File: src/rtl/seq_divider_4_pkg.sv
// Shared definitions for the 4-bit sequential restoring divider:
// state encoding, datapath width and divide-by-zero constants.
package seq_divider_4_pkg;

  localparam int WIDTH = 4;
  localparam int COUNT_W = 2;
  localparam logic [COUNT_W-1:0] COUNT_INIT = 2'd3;
  localparam logic [WIDTH-1:0] DBZ_QUOTIENT = 4'hF;

  typedef enum logic [1:0] {
    ST_IDLE = 2'd0,
    ST_RUN  = 2'd1,
    ST_DONE = 2'd2
  } state_t;

endpackage

File: src/rtl/seq_divider_4_if.sv
// Request/result bundle of the sequential divider; the master issues
// operands, the slave (divider) returns status and results.
interface seq_divider_4_if;
  import seq_divider_4_pkg::*;

  logic             start;
  logic [WIDTH-1:0] dividend;
  logic [WIDTH-1:0] divisor;
  logic             busy;
  logic             done;
  logic [WIDTH-1:0] quotient;
  logic [WIDTH-1:0] remainder;
  logic             div_by_zero;

  modport master (
    output start, dividend, divisor,
    input  busy, done, quotient, remainder, div_by_zero
  );

  modport slave (
    input  start, dividend, divisor,
    output busy, done, quotient, remainder, div_by_zero
  );

endinterface

File: src/rtl/seq_divider_4_add_sub_unit.sv
// Ripple-carry add/subtract: m=0 gives a+b, m=1 gives a-b with carry_out=1
// meaning no borrow (a >= b).
module add_sub_unit
  import seq_divider_4_pkg::*;
(
  input  logic [WIDTH-1:0] a,
  input  logic [WIDTH-1:0] b,
  input  logic             m,
  output logic [WIDTH-1:0] result,
  output logic             carry_out
);

  logic [WIDTH:0]   carry;
  logic [WIDTH-1:0] b_eff;

  // Subtraction is a + ~b + 1, the +1 entering as the initial carry.
  assign carry[0] = m;

  generate
    for (genvar gi = 0; gi < WIDTH; gi++) begin : g_bit
      assign b_eff[gi]    = b[gi] ^ m;
      assign result[gi]   = a[gi] ^ b_eff[gi] ^ carry[gi];
      assign carry[gi+1]  = (a[gi] & b_eff[gi]) | (carry[gi] & (a[gi] ^ b_eff[gi]));
    end
  endgenerate

  assign carry_out = carry[WIDTH];

endmodule

File: src/rtl/seq_divider_4.sv
// 4-bit unsigned restoring divider: one shift-subtract step per clock on a
// shared add/subtract unit, done pulse with quotient/remainder after 5 cycles.
module seq_divider_4
  import seq_divider_4_pkg::*;
(
  input  logic            clk,
  input  logic            rst,
  seq_divider_4_if.slave  bus
);

  state_t             state_reg;
  logic [WIDTH-2:0]   r_reg;
  logic [WIDTH-1:0]   q_reg;
  logic [WIDTH-1:0]   d_reg;
  logic [COUNT_W-1:0] count_reg;
  logic               busy_reg;
  logic               done_reg;
  logic [WIDTH-1:0]   quotient_reg;
  logic [WIDTH-1:0]   remainder_reg;
  logic               dbz_reg;

  logic [WIDTH-1:0]   trial;
  logic [WIDTH-1:0]   diff;
  logic               no_borrow;
  logic [WIDTH-1:0]   r_next;
  logic [WIDTH-1:0]   q_next;

  // The partial remainder stays below 8 until the last shift, so three
  // stored bits suffice and the shifted trial value fits in four.
  assign trial  = {r_reg, q_reg[WIDTH-1]};
  assign r_next = no_borrow ? diff : trial;
  assign q_next = {q_reg[WIDTH-2:0], no_borrow};

  add_sub_unit u_add_sub (
    .a         (trial),
    .b         (d_reg),
    .m         (1'b1),
    .result    (diff),
    .carry_out (no_borrow)
  );

  always_ff @(posedge clk) begin
    if (rst) begin
      state_reg     <= ST_IDLE;
      r_reg         <= '0;
      q_reg         <= '0;
      d_reg         <= '0;
      count_reg     <= '0;
      busy_reg      <= 1'b0;
      done_reg      <= 1'b0;
      quotient_reg  <= '0;
      remainder_reg <= '0;
      dbz_reg       <= 1'b0;
    end else begin
      done_reg <= 1'b0;
      unique case (state_reg)
        ST_IDLE, ST_DONE: begin
          state_reg <= ST_IDLE;
          if (bus.start) begin
            if (bus.divisor != '0) begin
              r_reg     <= '0;
              q_reg     <= bus.dividend;
              d_reg     <= bus.divisor;
              count_reg <= COUNT_INIT;
              dbz_reg   <= 1'b0;
              busy_reg  <= 1'b1;
              state_reg <= ST_RUN;
            end else begin
              quotient_reg  <= DBZ_QUOTIENT;
              remainder_reg <= bus.dividend;
              dbz_reg       <= 1'b1;
              done_reg      <= 1'b1;
              state_reg     <= ST_DONE;
            end
          end
        end
        ST_RUN: begin
          r_reg     <= r_next[WIDTH-2:0];
          q_reg     <= q_next;
          count_reg <= count_reg - 1'b1;
          if (count_reg == '0) begin
            busy_reg      <= 1'b0;
            done_reg      <= 1'b1;
            quotient_reg  <= q_next;
            remainder_reg <= r_next;
            state_reg     <= ST_DONE;
          end
        end
        default: state_reg <= ST_IDLE;
      endcase
    end
  end

  assign bus.busy        = busy_reg;
  assign bus.done        = done_reg;
  assign bus.quotient    = quotient_reg;
  assign bus.remainder   = remainder_reg;
  assign bus.div_by_zero = dbz_reg;

endmodule

File: src/flat_wrapper.sv
// flat-port wrapper written by rule: the top's interface ports become plain ports
module seq_divider_4_flat import seq_divider_4_pkg::*;
  (clk, rst, bus_start, bus_dividend, bus_divisor, bus_busy, bus_done, bus_quotient, bus_remainder, bus_div_by_zero);
  seq_divider_4_if bus_i ();
  input  logic clk;
  input  logic rst;
  input wire logic [$bits(bus_i.start)-1:0] bus_start;
  input wire logic [$bits(bus_i.dividend)-1:0] bus_dividend;
  input wire logic [$bits(bus_i.divisor)-1:0] bus_divisor;
  output wire logic [$bits(bus_i.busy)-1:0] bus_busy;
  output wire logic [$bits(bus_i.done)-1:0] bus_done;
  output wire logic [$bits(bus_i.quotient)-1:0] bus_quotient;
  output wire logic [$bits(bus_i.remainder)-1:0] bus_remainder;
  output wire logic [$bits(bus_i.div_by_zero)-1:0] bus_div_by_zero;
  assign bus_i.start = bus_start;
  assign bus_i.dividend = bus_dividend;
  assign bus_i.divisor = bus_divisor;
  assign bus_busy = bus_i.busy;
  assign bus_done = bus_i.done;
  assign bus_quotient = bus_i.quotient;
  assign bus_remainder = bus_i.remainder;
  assign bus_div_by_zero = bus_i.div_by_zero;
  seq_divider_4 u_core (.clk(clk), .rst(rst), .bus(bus_i));
endmodule
File: config.mk
export PLATFORM = sky130hd
export DESIGN_NAME = seq_divider_4_flat
export DESIGN_NICKNAME = d
export VERILOG_FILES = /design/src/rtl/seq_divider_4_pkg.sv /design/src/rtl/seq_divider_4_if.sv /design/src/rtl/seq_divider_4_add_sub_unit.sv /design/src/rtl/seq_divider_4.sv /design/src/flat_wrapper.sv
export SDC_FILE = /design/constraint.sdc
export NUM_CORES = 1
export LEC_CHECK = 0
export ABC_AREA = 1
export CORE_MARGIN = 5
export CORE_UTILIZATION = 60
export DETAILED_ROUTE_END_ITERATION = 6
export DONT_BUFFER_PORTS = 1
export PLACE_DENSITY_LB_ADDON = 0.08
export SLEW_MARGIN = 0
export SYNTH_ARGS = -nofsm -noshare
export SYNTH_HDL_FRONTEND = slang
export SYNTH_HIERARCHICAL = 1
export SYNTH_SLANG_ARGS = --single-unit
File: constraint.sdc
create_clock -name clk -period 5.2 [get_ports clk]
set_clock_uncertainty 0.05 [all_clocks]
set_input_delay 0.52 -clock clk [delete_from_list [all_inputs] [get_ports clk]]
set_output_delay 0.52 -clock clk [all_outputs]
set_load 0.05 [all_outputs]
Yosys cells after proc, flatten, opt, wreduce, memory -nomap -nowiden
Index checks and enable logic that the tools add are counted.
{"block": "word_totals", "ff_bits": 26, "input_bits": 11, "out_inout_bits": 11, "word_cells": 80}
{"block": "classes", "addsub": 1, "n_eq_ne": 6, "n_mux": 30, "bitwise": 23, "n_reduce_logical": 10}
{"op": "$mux W4", "n": 9}
{"op": "$pmux W4 S2", "n": 3}
{"op": "$mux W2", "n": 5}
{"op": "$pmux W2 S2", "n": 2}
{"op": "$reduce_and A4 Y1", "n": 2}
{"op": "$and A1 B1 Y1", "n": 7}
{"op": "$xor A1 B1 Y1", "n": 7}
{"op": "$mux W1", "n": 6}
{"op": "$mux W3", "n": 2}
{"op": "$pmux W3 S2", "n": 1}
{"op": "$reduce_and A3 Y1", "n": 2}
{"op": "$not A1 Y1", "n": 5}
{"op": "$logic_not A2 Y1", "n": 2}
{"op": "$ne A2 B1 Y1 const B", "n": 2}
{"op": "$ne A2 B2 Y1 const B", "n": 2}
{"op": "$or A1 B1 Y1", "n": 4}
{"op": "$pmux W1 S2", "n": 2}
{"op": "$reduce_bool A4 Y1", "n": 1}
{"op": "$eq A2 B1 Y1 const B", "n": 1}
{"op": "$eq A2 B2 Y1 const B", "n": 1}
{"op": "$reduce_and A2 Y1", "n": 1}
{"op": "$reduce_bool A2 Y1", "n": 1}
{"op": "$reduce_or A2 Y1", "n": 1}
{"op": "$sub A2 B1 Y2 const B", "n": 1}

Depth between registers and ports, before layout
{"block": "depth", "depth_word": 12, "mapped_depth": 15, "mapped_depth_nobuf": 15}

By module
Netlist, hierarchy kept.
{"module": "seq_divider_4", "instances": 1, "cells_per_inst": 168, "area_per_inst_um2": 1233.7, "seq_area_each_um2": 520.5}
{"module": "add_sub_unit", "instances": 1, "cells_per_inst": 31, "area_per_inst_um2": 188.9, "seq_area_each_um2": 0.0}

Worst setup path after synthesis
OpenSTA, ideal clock, no wires.
{"block": "synth_path", "kind": "flip-flop to flip-flop", "startpoint": "reg u_core.d_reg[0]", "endpoint": "reg u_core.remainder_reg[0], in the netlist u_core/bus.remainder[0]", "setup_time_ns": 0.111, "arrival_time_ns": 1.982, "t_required_ns": 5.039, "slack_ns": 3.056, "stages_incl_launch_ff": 15, "path_buffers": 0, "period_less_slack_ns": 2.144, "path_cell_list": "dfxtp_1 inv_1 nand2_1 o21ai_0 fa_1 inv_1 fa_1 inv_1 fa_1 nand2_1 o21ai_0 nand2_1 nand2_1 nor2_1 nor2_1"}
{"block": "synth_via", "elab_chain_cells": 12, "word_cells_on_any_way": 14, "cone_classes": "mux: 3; bitwise: 11"}
{"element": "from (decl)", "line_no": "seq_divider_4.sv:14", "text": "logic [WIDTH-1:0] d_reg;"}
{"element": "from (signal assigned)", "line_no": "seq_divider_4.sv:63", "text": "d_reg <= bus.divisor;"}
{"element": "$not A1 Y1 (no line) *"}
{"element": "$and A1 B1 Y1 / $xor A1 B1 Y1 (equally long branches)", "line_no": "seq_divider_4_add_sub_unit.sv:23", "text": "assign carry[gi+1] = (a[gi] & b_eff[gi]) | (carry[gi] & (a[gi] ^ b_eff[gi]));"}
{"element": "$or A1 B1 Y1 *", "line_no": "seq_divider_4_add_sub_unit.sv:23"}
{"element": "$and A1 B1 Y1 *", "line_no": "seq_divider_4_add_sub_unit.sv:23"}
{"element": "$or A1 B1 Y1 *", "line_no": "seq_divider_4_add_sub_unit.sv:23"}
{"element": "$and A1 B1 Y1 *", "line_no": "seq_divider_4_add_sub_unit.sv:23"}
{"element": "$or A1 B1 Y1 *", "line_no": "seq_divider_4_add_sub_unit.sv:23"}
{"element": "$and A1 B1 Y1 *", "line_no": "seq_divider_4_add_sub_unit.sv:23"}
{"element": "$or A1 B1 Y1 *", "line_no": "seq_divider_4_add_sub_unit.sv:23"}
{"element": "named net u_core.no_borrow", "line_no": "seq_divider_4.sv:24", "text": "logic no_borrow;"}
{"element": "$mux W4 *", "line_no": "seq_divider_4.sv:31", "text": "assign r_next = no_borrow ? diff : trial;"}
{"element": "$mux W4 *", "line_no": "seq_divider_4.sv:81", "text": "if (count_reg == '0) begin"}
{"element": "$pmux W4 S2 *", "line_no": "seq_divider_4.sv:56", "text": "unique case (state_reg)"}
{"element": "to (signal assigned)", "line_no": "seq_divider_4.sv:70", "text": "remainder_reg <= bus.dividend;"}
{"element": "to (signal assigned)", "line_no": "seq_divider_4.sv:85", "text": "remainder_reg <= r_next;"}
{"element": "to (decl)", "line_no": "seq_divider_4.sv:19", "text": "logic [WIDTH-1:0] remainder_reg;"}
The timed path passes the listed nets; every way through them passes the cells marked *. The select of a mux whose other input is x is not followed.
A chain may end at the register's enable or synchronous reset.

Worst setup path in the final report
{"block": "layout_path", "startpoint": "reg u_core.d_reg[0]", "endpoint": "reg u_core.remainder_reg[2], in the netlist u_core/bus.remainder[2]"}
Same word-level chain as after synthesis.

==> metrics.csv <==
stage;metric;value;unit
critical_path;crit path capture type;flip-flop;
floorplanning;Die X;58.70;um
finish;n_diodes;0;
global_routing;pin count of the biggest net entering global routing;22;
clock_tree;hold_buf cts;0;
synth;EDFF count, synth;0;
clock_tree;TritonCTS Buffers;3;
drt;Antenna Violating Nets Remaining;0;
hold_path;min-delay src;rst;
sta;period utilization;46.55;%
critical_path;CP max stage cell;fa_1;
clock_tree;post_cts resized;0;
drt;DRT iter0 DRCs;53;
critical_path;FF-to-FF Start;u_core/d_reg[0];
global_routing;GRT Overall Usage;18.02;%
drt;total number of vias;1162;
sta;Final Max Slew Viols;0;
drt;DR pass1 iterations;5;
sta;Final TNS setup;0;ns
critical_path;CP arrival;2.64;ns
power_and_ir_drop;sw frac;35.67;%
power_and_ir_drop;Pint;295.0;uW
sta;relative slew slack;65.71;%
global_routing;initial antenna violation count;0;
critical_path;crit path launch type;flip-flop;
power_and_ir_drop;Power per Cell Area;318.4;nW/um2
global_routing;total grt overflow;0;
synth;Net Count, Synth;214;
placed_design;routability cong.;0.8886;
job;Max Cap Viol;0;
drt;DRC;0;
critical_path;Critical Path Source;u_core/d_reg[0];
hold_path;worst hold path class;input pin to flip-flop;
floorplanning;DIE AREA;3445;um2
floorplanning;Die Span Y;58.70;um
clock_tree;H-tree levels;1;
clock_tree;clock tree buffer depth;2;
synth;Synth async-reset ratio;0;%
synth;Primary FF master, synth;dfxtp_1;
synth;Syn. warnings;6;
status;outcome;finished, final reports clean;
sta;Final Setup Violations;0;
power_and_ir_drop;Comb pwr share;21.6;%
clock_tree;CTS sink count;26;
power_and_ir_drop;Leak;0.7320;nW
drt;DR WL/cell;12.28;um
synth;Synth cell types;27;
finish;Synth-to-Final Area Change;1.231;%
critical_path;Cell Chain, Critical Path;inv_1 > nand2_1 > o21ai_0 > fa_1 > inv_1 > fa_1 > inv_1 > fa_1 > inv_1 > nand2_1 > nand2_1 > nand2_1 > nand2_1 > nor2_1 > nor2_1;
synth;mean post-synth cell area;7.149;um2
sta;Least-Margin Pin Slew;0.5137;ns
sta;RSZ-0062 raised after global routing;false;
floorplanning;Initial Util;63.70;%
finish;most frequent cells in the layout;48 x nand2_1, 30 x inv_1, 26 x dfxtp_1;
critical_path;WS Path Type;flip-flop to flip-flop;
floorplanning;Ports;22;
finish;most common cell after layout, fill and taps aside;nand2_1;
placed_design;IO Port Bufs;0;
clock_tree;CTS root buf;clkbuf_4;
power_and_ir_drop;P_sw;163.6;uW
power_and_ir_drop;clock group share of total power;22.7;%
global_routing;vias in the first global route;1095;
clock_tree;TritonCTS clock tree;done;
critical_path;CP required;5.42;ns
clock_tree;Clock Pin Slew Worst Setup and Hold Paths;0.14;ns
synth;area of the mapped netlist;1423;um2
finish;Core Util, Final;64.48;%
placed_design;hpwl dp;2048;um
critical_path;crit-path max FO;7;
synth;flops & latches, synth;26;
sta;Hold Violations, Final;0;
power_and_ir_drop;Seq pwr share;55.7;%
finish;final net count;213;
synth;Post-Synthesis Cells;199;
clock_tree;Clk Latency, worst-skew pair;0.32;ns
drt;DRT Wirelength;2763;um
synth;Seq/Total Area, Yosys;36.59;%
finish;fraction of layout cells with a size suffix above 1;11.68;%
floorplanning;Cell Rows;17;
drt;Vias/cell;5.164;
critical_path;CP dominant cell by count;nand2_1;
critical_path;Largest stage delay, worst path;0.46;ns
clock_tree;Post-CTS Setup Bufs;0;
sta;Period minus WS final;2.421;ns
global_routing;first-pass GRT wire length;4802;um
sta;Highest Clock Rate;413.1;MHz
power_and_ir_drop;maximum vdd drop;265.5;uV
floorplanning;Placeable Area;2233;um2
[logic make-up (layout without fill, tap and decap cells)]
group | Yosys count | after routing | synth area share, %
simple gates | 98 | 98 | 33.33
buf+inv | 39 | 37 | 12.84
compound gates | 28 | 28 | 10.03
flops | 26 | 26 | 36.59
fa+ha+maj | 4 | 4 | 5.101
xor+xnor | 3 | 3 | 1.847
other cells | 1 | 1 | 0.2636
[layout make-up]
class,count,area [um2]
sequential,26,520.5
tap,28,35.03
clock buffer,4,36.28
multi-input combinational,134,719.4
inverter,33,128.9
fill,218,793.3
[stage by stage]
stage                     hold WS, ns  total power, mW  worst slack (ns)  cells  instance area [um2]
after global routing           0.1586           0.4872             2.589    225                 1440
after detailed placement       0.4057           0.3582             2.855    221                 1404
final                          0.1894           0.4586             2.779    225                 1440
after global placement         0.3959           0.3552             2.930    221                 1404
after CTS                      0.1774           0.4614             2.802    225                 1440
after floorplan                0.3839           0.3457             3.056    199                 1423
[worst paths after layout]
check | endpoint | slack, ns | cells past startpoint
hold / removal | u_core/r_reg[0] | 0.19 | 1
setup reg to reg | u_core/bus.remainder[2] | 2.78 | 15
hold reg to reg | u_core/count_reg[0] | 0.43 | 2
setup / recovery | u_core/bus.remainder[2] | 2.78 | 15
[power groups by stage]
| stage | clock network [mW] | registers (mW) | logic [mW] |
|---|---|---|---|
| after floorplan | 0 | 0.258 | 0.0881 |
| after global placement | 0 | 0.260 | 0.0950 |
| after detailed placement | 0 | 0.260 | 0.0977 |
| after CTS | 0.107 | 0.256 | 0.0984 |
| after global routing | 0.116 | 0.258 | 0.114 |
| final | 0.104 | 0.255 | 0.0989 |
[cell usage after synthesis (2+ instances only)]
library cell   n  area, um2
xor2_1         2      17.52
o21ai_1        9      45.04
buf_6          2      22.52
nand2_2        4      25.02
nor2_2         2      12.51
nand3_2        4      40.04
dfxtp_1       26      520.5
fa_1           3      60.06
inv_1         30      112.6
nor2_1        24      90.09
nand2_1       48      180.2
inv_2          2      7.510
nand2_4        4      45.04
a21oi_1       12      60.06
nand3_1       10      50.05
o21ai_0        6      30.03
[worst max-delay path, delay by kind of cell (launching register included)]
family                     cells  cell delay (ns)
buffers and inverters          4             0.35
AOI/OAI and AO/OA              1             0.11
and+or+nand+nor                7             0.48
adders and majority gates      3             0.98
DFF                            1             0.39
[per-layer routing]
| metal | global-route usage, % | wire [um] | vias to the layer above |
|---|---|---|---|
| met5 | 0 | 0 | - |
| met4 | 7.120 | 49 | 0 |
| met3 | 3.509 | 119 | 5 |
| met2 | 31.26 | 1368 | 29 |
| met1 | 21.85 | 1226 | 529 |
| li1 | - | - | 599 |
No activity file was read; power rests on OpenSTA's default activity.
